### config.mk
export PLATFORM = sky130hd
export DESIGN_NAME = imem_loader
export DESIGN_NICKNAME = d
export VERILOG_FILES = /design/src/rtl/imem_loader.sv
export SDC_FILE = /design/constraint.sdc
export NUM_CORES = 1
export LEC_CHECK = 0
export ABC_AREA = 1
export CAP_MARGIN = 20
export CORE_ASPECT_RATIO = 1.5
export CORE_MARGIN = 2
export CORE_UTILIZATION = 40
export DETAILED_ROUTE_END_ITERATION = 8
export GPL_TIMING_DRIVEN = 1
export PLACE_DENSITY = 0.61
export SETUP_SLACK_MARGIN = 0.5
export SLEW_MARGIN = 20
export SYNTH_ARGS = -nofsm -noshare
export SYNTH_HDL_FRONTEND = slang
export SYNTH_SLANG_ARGS = --single-unit
### constraint.sdc
create_clock -name Clk -period 1.5 [get_ports Clk]
set_input_delay 0.225 -clock Clk [delete_from_list [all_inputs] [get_ports Clk]]
set_output_delay 0.225 -clock Clk [all_outputs]
set_load 0.03 [all_outputs]
### src/rtl/imem_loader.sv
// imem_loader: streams a length/data/checksum byte image into instruction memory and holds the CPU in reset until it verifies.
module imem_loader #(
  parameter int ADDR_WIDTH = 8,
  parameter int MAX_WORDS = 64,
  parameter int BASE_ADDR = 0
) (
  input  logic                  Clk,
  input  logic                  Rst,
  input  logic                  start,
  input  logic [7:0]            in_data,
  input  logic                  in_valid,
  output logic                  in_ready,
  output logic                  mem_we,
  output logic [ADDR_WIDTH-1:0] mem_addr,
  output logic [7:0]            mem_data,
  output logic                  cpu_rst,
  output logic                  cpu_le,
  output logic                  load_done,
  output logic                  load_err,
  output logic [6:0]            words_loaded
);
  typedef enum logic [2:0] {IDLE, LEN, DATA, CHK, DONE, ERR} state_t;
  state_t state, nxt;
  logic [9:0] cnt;
  logic [7:0] nwords, chk;
  logic acc, last, restart;
  assign acc = in_valid & in_ready;
  assign last = cnt == {nwords, 2'b00} - 10'd1;
  assign restart = start & (state inside {IDLE, DONE, ERR});
  always_comb begin
    nxt = state;
    case (state)
      LEN:     if (acc) nxt = in_data == 8'd0 ? CHK : int'(in_data) > MAX_WORDS ? ERR : DATA;
      DATA:    if (acc && last) nxt = CHK;
      CHK:     if (acc) nxt = in_data == chk ? DONE : ERR;
      default: if (start) nxt = LEN;
    endcase
  end
  always_ff @(posedge Clk) begin
    if (Rst) begin
      state <= IDLE;
      in_ready <= 1'b0;
      mem_we <= 1'b0;
      mem_addr <= ADDR_WIDTH'(BASE_ADDR);
      mem_data <= 8'd0;
      cpu_rst <= 1'b1;
      cpu_le <= 1'b0;
      load_done <= 1'b0;
      load_err <= 1'b0;
      words_loaded <= 7'd0;
      cnt <= 10'd0;
      chk <= 8'd0;
      nwords <= 8'd0;
    end else begin
      state <= nxt;
      // status outputs track the state being entered so they change on the transition edge
      in_ready <= nxt inside {LEN, DATA, CHK};
      cpu_rst <= nxt != DONE;
      cpu_le <= nxt == DONE;
      load_done <= nxt == DONE;
      load_err <= nxt == ERR;
      mem_we <= state == DATA && acc;
      if (state == LEN && acc) nwords <= in_data;
      if (state == DATA && acc) begin
        mem_addr <= ADDR_WIDTH'(BASE_ADDR) + ADDR_WIDTH'(cnt);
        mem_data <= in_data;
        cnt <= cnt + 10'd1;
        chk <= chk ^ in_data;
        if (cnt[1:0] == 2'd3) words_loaded <= words_loaded + 7'd1;
      end
      if (restart) begin
        cnt <= 10'd0;
        chk <= 8'd0;
        words_loaded <= 7'd0;
      end
    end
  end
endmodule

==> flow_summary.toml, run 1 <==
[sta]
timing_max_transition_violations_final = 0
shortest_period_the_worst_path_allows_ps = 1570
rsz0062_at_grt = "true"
relSlewSlack_pct = 75.9
setup_viol = 17
highest_clock_frequency_the_design_can_meet_mhz = 635
clock-skew-final_ps = 8.75
slew_at_the_pin_closest_to_its_max_slew_limit_ps = 359
timing.final.ws_setup_ps = -73.7
fin_hold_viols = 0
timing.final.crit_share_pct = 105

[clock_tree]
cts.root.buffer_cell = "clkbuf_8"
holdBufCountCts = 0
clk_path_buf_depth = 2
tritoncts = "yes"
clk_transition_reported_paths_ps = 70
cts_htree_levels = 3
clk_latency_ps = 350
number_of_buffers_added_by_the_clock_tree_synthesis_step = 9
cts_sinks = 57

[power]
vdd_drop_max_mv = 0.619
power.static_leakage_nw = 2.10
p_per_area_nw_per_um2 = 824
totalPowerFinal_mw = 3.88

[drt]
drt-total-wl_um = 9060
first_pass_iters = 4
drt_iter0_drc = 162
vias_per_cell = 5.09
drc = 0
ant_nets = 0
wl_per_cell_um = 15.4
num_vias = 2992

[flow_run]
max_cap_violations = 0

[place]
place.detailed.hpwl_um = 5200
dpl-instance-area_um2 = 3540
place_congestion = 0.841
io_buffers = 40
cell_total_after_placement = 528

[logic_synthesis]
yosys_warnings = 0
average_cell_area_after_synthesis_um2 = 7.07
netlist-cell-type-count = 31
synth_seq_cells = 57
ys_seq_area_share_pct = 43.1
synth_flop_cell = "dfxtp_1"
async_reset_ff_share_pct = 0
mappedNetlistNets = 389
synth-edff-count = 0
syn_inst = 374
synth_cell_area_um2 = 2650

[final_layout]
fin_area_um2 = 4710
area.growth.synth_to_final_pct = 78.1
mostFrequentLayoutCell = "nand2_1"
nFillCells = 480
antennaDiodeCount = 0
leading_cell_types_in_the_layout_fill_and_taps_excluded = "67 x nand2_1, 59 x buf_4, 55 x buf_6"
fin_cells = 588
multi_input_comb_area_um2 = 1640
finalNetCount = 522
sequential_cell_area_um2 = 1200
drive_above_1_share_pct = 52.3

[floorplanning]
floorplan.initialDensity_pct = 41.1
die_y_um = 104
fp.dieW_um = 70.4
dieArea_um2 = 7290
rows = 36
core_region_area_um2 = 6440
design.portCount = 41

[grt]
initial_antenna_violation_count = 0
grt_use_total_pct = 22.2
pin_count_of_the_biggest_net_entering_global_routing = 35
first_pass_grt_wire_length_um = 12900
grt_overflow = 0
first_global_vias = 2886

[worst_setup_path]
cp_slowest_cell = "dfxtp_2"
rrSetupSlack_ps = -70
worstSetupStartpointType = "flip-flop"
cpPeakStageDelay_ps = 340
crit_path_cell_trace = "inv_2 > nand3_4 > nor2_8 > nand2_8 > clkinv_4 > nand2_8 > nor2_4 > nand3_2 > or2_0 > a21oi_1"
cell_repeated_most_along_the_worst_path = "nand2_8"
timing.critical_path.to_type = "flip-flop"
path_max_fanout = 6
criticalPathCategory = "flip-flop to flip-flop"
critical_path_arrival_ps = 1850
cp.required_ps = 1770

[min_path]
hold_class = "input port to flip-flop"

[run_status]
outcome = "complete, but fails checks"
violated_checks = "setup timing"
Yosys cell counts, types with 5 or more instances:
library cell / count / area, um^2
a21oi_1: 39 / 195
clkbuf_1: 5 / 18.8
dfxtp_1: 57 / 1140
inv_1: 47 / 176
nand2_1: 77 / 289
nand3_1: 21 / 105
nor2_1: 40 / 150
o21ai_0: 36 / 180
xor2_1: 6 / 52.6
per-layer routing:
| layer | track usage (%) | routed length (um) | vias to the layer above |
|---|---|---|---|
| met5 | 0 | 0 | - |
| met2 | 41.8 | 5250 | 70 |
| li1 | - | - | 1469 |
| met3 | 4.38 | 289 | 21 |
| met1 | 22.6 | 3260 | 1432 |
| met4 | 10.7 | 259 | 0 |
kinds of logic after synthesis:
logic type / synth area share [%]
DFF: 43.1
buffers and inverters: 9.27
and+or+nand+nor: 27.4
adders and majority gates: 1.42
AOI/OAI and AO/OA: 16.4
xor gates and xnor gates: 2.32
report_power, final:
group / total, mW / internal (mW) / leakage, nW / switching (mW)
Sequential: 1.56 / 1.53 / 0.478 / 0.0276
Clock: 1.74 / 1.08 / 0.118 / 0.661
Combinational: 0.585 / 0.274 / 1.50 / 0.311
Total: 3.88 / 2.88 / 2.10 / 1.00
layout make-up:
type                       count  share of cell area [%]
sequential                    57                    25.5
timing repair buffer         134                    28.4
multi-input combinational    254                    34.7
tap                           76                    2.02
clock buffer                  12                    3.53
clock inverter                 4                    1.54
inverter                      51                    4.33
sequential cells by signal (all words and copies together), names as in the netlist, 3 cells and up:
| name | cells |
|---|---|
| chk | 8 |
| cnt | 10 |
| mem_addr | 8 |
| mem_data | 8 |
| nwords | 8 |
| state | 3 |
| words_loaded | 7 |
stage by stage:
step | setup TNS [ps] | hold WS, ps | util [%] | setup slack (ps)
after CTS | 0 | 352 | 65.2 | 5.98
after global routing | -2640 | 326 | 73.2 | -232
final | -462 | 297 | 73.2 | -73.7
after detailed placement | -7340 | 464 | 55.0 | -389
after global placement | -6290 | 463 | 55.0 | -374
after floorplan | 0 | 297 | - | 97.4
worst max-delay path: cells and delay by family, from the launching register on:
| kind | cells | cell delay, ps |
|---|---|---|
| flops | 1 | 340 |
| buf+inv | 2 | 150 |
| simple gates | 7 | 880 |
| compound gates | 1 | 120 |
path summary, 6_finish.rpt:
path                                       end  cells past startpoint           startpoint
setup reg to reg  words_loaded[6]$_SDFFE_PP0P_                     10  state[0]$_SDFF_PP0_
hold reg to reg            chk[6]$_SDFFE_PP0P_                      2  chk[6]$_SDFFE_PP0P_
setup / recovery  words_loaded[6]$_SDFFE_PP0P_                     10  state[0]$_SDFF_PP0_
hold / removal        mem_data[6]$_SDFFE_PP0P_                      4           in_data[6]
what timing repair did:
item / CTS / global route
cloned: 2 / 4
setup buffers: 17 / 21
endpoints found under the setup margin: 86 / 86
pin swaps: 17 / 12
resized for setup: 298 / 105
(Power assumes the default switching activity.)
==> run 2, diff against run 1 <==
- clock period: 1.5 -> 1.3 ns (I/O delays scaled with it)
==> run 2 against run 1 <==
  * The run still ends with setup timing left
  * Maximum frequency decreased by 1.5%
  * Worst hold slack got worse by 9.2 ps
  * Worst setup slack got worse by 220 ps
  * Core utilization decreased by 3.2 points
  * Sequential power increased by 16%
  * Wire length decreased by 6.5%
  * Critical path type unchanged
  * Register-to-register slack got worse by 220 ps
  * Critical endpoint is now cpu_rst$_SDFF_PP1_
  * Largest cell class unchanged
  * Sequential cell count unchanged
  * Global-route usage increased by 1.3 points
  * Cell count decreased by 1.0%
==> flow_summary.toml, run 2 (synthesized netlist as in run 1, its figures left out) <==
[min_path]
hold_class = "input port to flip-flop"
min_from = "in_data[6]"
min_delay_worst_endpoint = "mem_data[6]$_SDFFE_PP0P_"
holdPathStages = 4

[grt]
grt_use_total_pct = 23.5
first_global_vias = 2945
pin_count_of_the_biggest_net_entering_global_routing = 17
initial_antenna_violation_count = 0
first_pass_grt_wire_length_um = 13500
grt_overflow = 0

[worst_setup_path]
cp.required_ps = 1540
timing.critical_path.to_type = "flip-flop"
ff2ff_path_depth = 12
r2r_end = "cpu_rst$_SDFF_PP1_"
rrSetupSlack_ps = -300
r2r-start = "chk[7]$_SDFFE_PP0P_"
worstSetupStartpointType = "flip-flop"
criticalPathCategory = "flip-flop to flip-flop"
path_max_fanout = 4
critical_path_arrival_ps = 1830

[sta]
fin_hold_viols = 0
highest_clock_frequency_the_design_can_meet_mhz = 626
slew_at_the_pin_closest_to_its_max_slew_limit_ps = 342
timing.final.ws_setup_ps = -297
setup_viol = 32
relSlewSlack_pct = 77.1
shortest_period_the_worst_path_allows_ps = 1600
holdWs_ps = 288
fin_setup_tns_ps = -2850
timing.final.crit_share_pct = 123
rsz0062_at_grt = "true"
clock-skew-final_ps = 9.36
timing_max_transition_violations_final = 0

[drt]
first_pass_iters = 4
vias_per_cell = 5.07
num_vias = 2949
wl_per_cell_um = 14.6
drc = 0
drt-total-wl_um = 8470
drt_iter0_drc = 94
ant_nets = 0

[clock_tree]
cts_sinks = 57
clk_transition_reported_paths_ps = 70
number_of_buffers_added_by_the_clock_tree_synthesis_step = 9
cts.root.buffer_cell = "clkbuf_8"
tritoncts = "yes"
cts_htree_levels = 3
clk_path_buf_depth = 2
clk_latency_ps = 350

[place]
cell_total_after_placement = 541
pre_cts_ws_ps = -554
io_buffers = 40
place_congestion = 0.795
place.detailed.hpwl_um = 5240

[run_status]
violated_checks = "setup timing"
outcome = "complete, but fails checks"

[floorplanning]
floorplan.initialDensity_pct = 41.1
fp.dieW_um = 70.4
die_y_um = 104
core_region_area_um2 = 6440
rows = 36
design.portCount = 41
dieArea_um2 = 7290

[power]
power_switching_share_pct = 27.3
clkPwrFrac_pct = 40.8
p_seq_share_pct = 43.8
p_per_area_nw_per_um2 = 915
power.share.combinational_pct = 15.3
internal_power_mw = 3.00
power.static_leakage_nw = 2.04
p_sw_mw = 1.13
vdd_drop_max_mv = 0.583

[final_layout]
area.growth.synth_to_final_pct = 70.2
top_register = "cnt"
antennaDiodeCount = 0
mostFrequentLayoutCell = "nand2_1"
finalNetCount = 516
fin_cells = 582
flip_flop_count_of_the_largest_register_after_layout = 10
leading_cell_types_in_the_layout_fill_and_taps_excluded = "70 x nand2_1, 66 x buf_4, 46 x buf_6"
drive_above_1_share_pct = 49.2
post-route-util_pct = 69.9

[flow_run]
max_cap_violations = 0
[run 2: power groups by stage]
stage | Combinational [mW] | Sequential [mW] | Clock (mW)
after global routing | 0.691 | 1.81 | 1.78
after CTS | 0.584 | 1.81 | 1.71
after global placement | 0.482 | 1.84 | 0
after floorplan | 0.253 | 1.85 | 0
final | 0.631 | 1.81 | 1.68
after detailed placement | 0.491 | 1.84 | 0
[run 2: worst max path at each step]
stage                           startpoint  slack [ps]                           end  depth (start not counted)
finish                 chk[7]$_SDFFE_PP0P_        -300            cpu_rst$_SDFF_PP1_                         12
global route           chk[7]$_SDFFE_PP0P_        -430            cpu_rst$_SDFF_PP1_                         11
CTS                 nwords[1]$_SDFFE_PP0P_        -210           in_ready$_SDFF_PP0_                         13
detailed placement              in_data[0]        -550            cpu_rst$_SDFF_PP1_                         11
global placement                  in_valid        -530  words_loaded[6]$_SDFFE_PP0P_                         10
floorplan              in_ready$_SDFF_PP0_        -100  words_loaded[6]$_SDFFE_PP0P_                          9
[run 2: timing repair]
item                                   in CTS  in global routing
gates resized for setup                   325                 42
endpoints found under the hold margin       0                  0
pin swaps                                  14                 12
cloned                                      4                  1
hold buffers                                0                  0
buffers inserted                           16                  4
setup endpoints to repair                  86                 86
[run 2: cell type report]
cell class	instances	area (um^2)
repair buffers	128	1240
well taps	76	95.1
inverters	51	209
multi-input cells	254	1570
clock buffers	11	141
clock inverters	5	53.8
flip-flops and latches	57	1190
fillers	518	1940
[run 2: metrics by stage]
stage               total power, mW  instance area [um^2]
finish                         4.12                  4500
global route                   4.29                  4500
CTS                            4.09                  4340
detailed placement             2.33                  3620
global placement               2.32                  3620
floorplan                      2.11                  2720
[run 2: metal layers]
metal  part of all wire, %  track usage [%]  up-vias  wire length, um
met1                    37             24.4     1390             3100
met5                     0                0        -                0
met2                    55             42.9       70             4680
li1                      -                -     1460                -
met3                   3.3             4.77       29              282
met4                   4.9             12.9        0              413
[run 2: worst max-delay path, stage by stage (launching register included)]
cell     delay, ps
dfxtp_1        340
inv_1           70
nand2_1         70
nand2_1        110
nand2_1         80
nor2_1         120
nand3_1        110
nand2_1        110
inv_1           70
nor2_2         140
nand3_4        100
nor2_1         130
inv_1           50
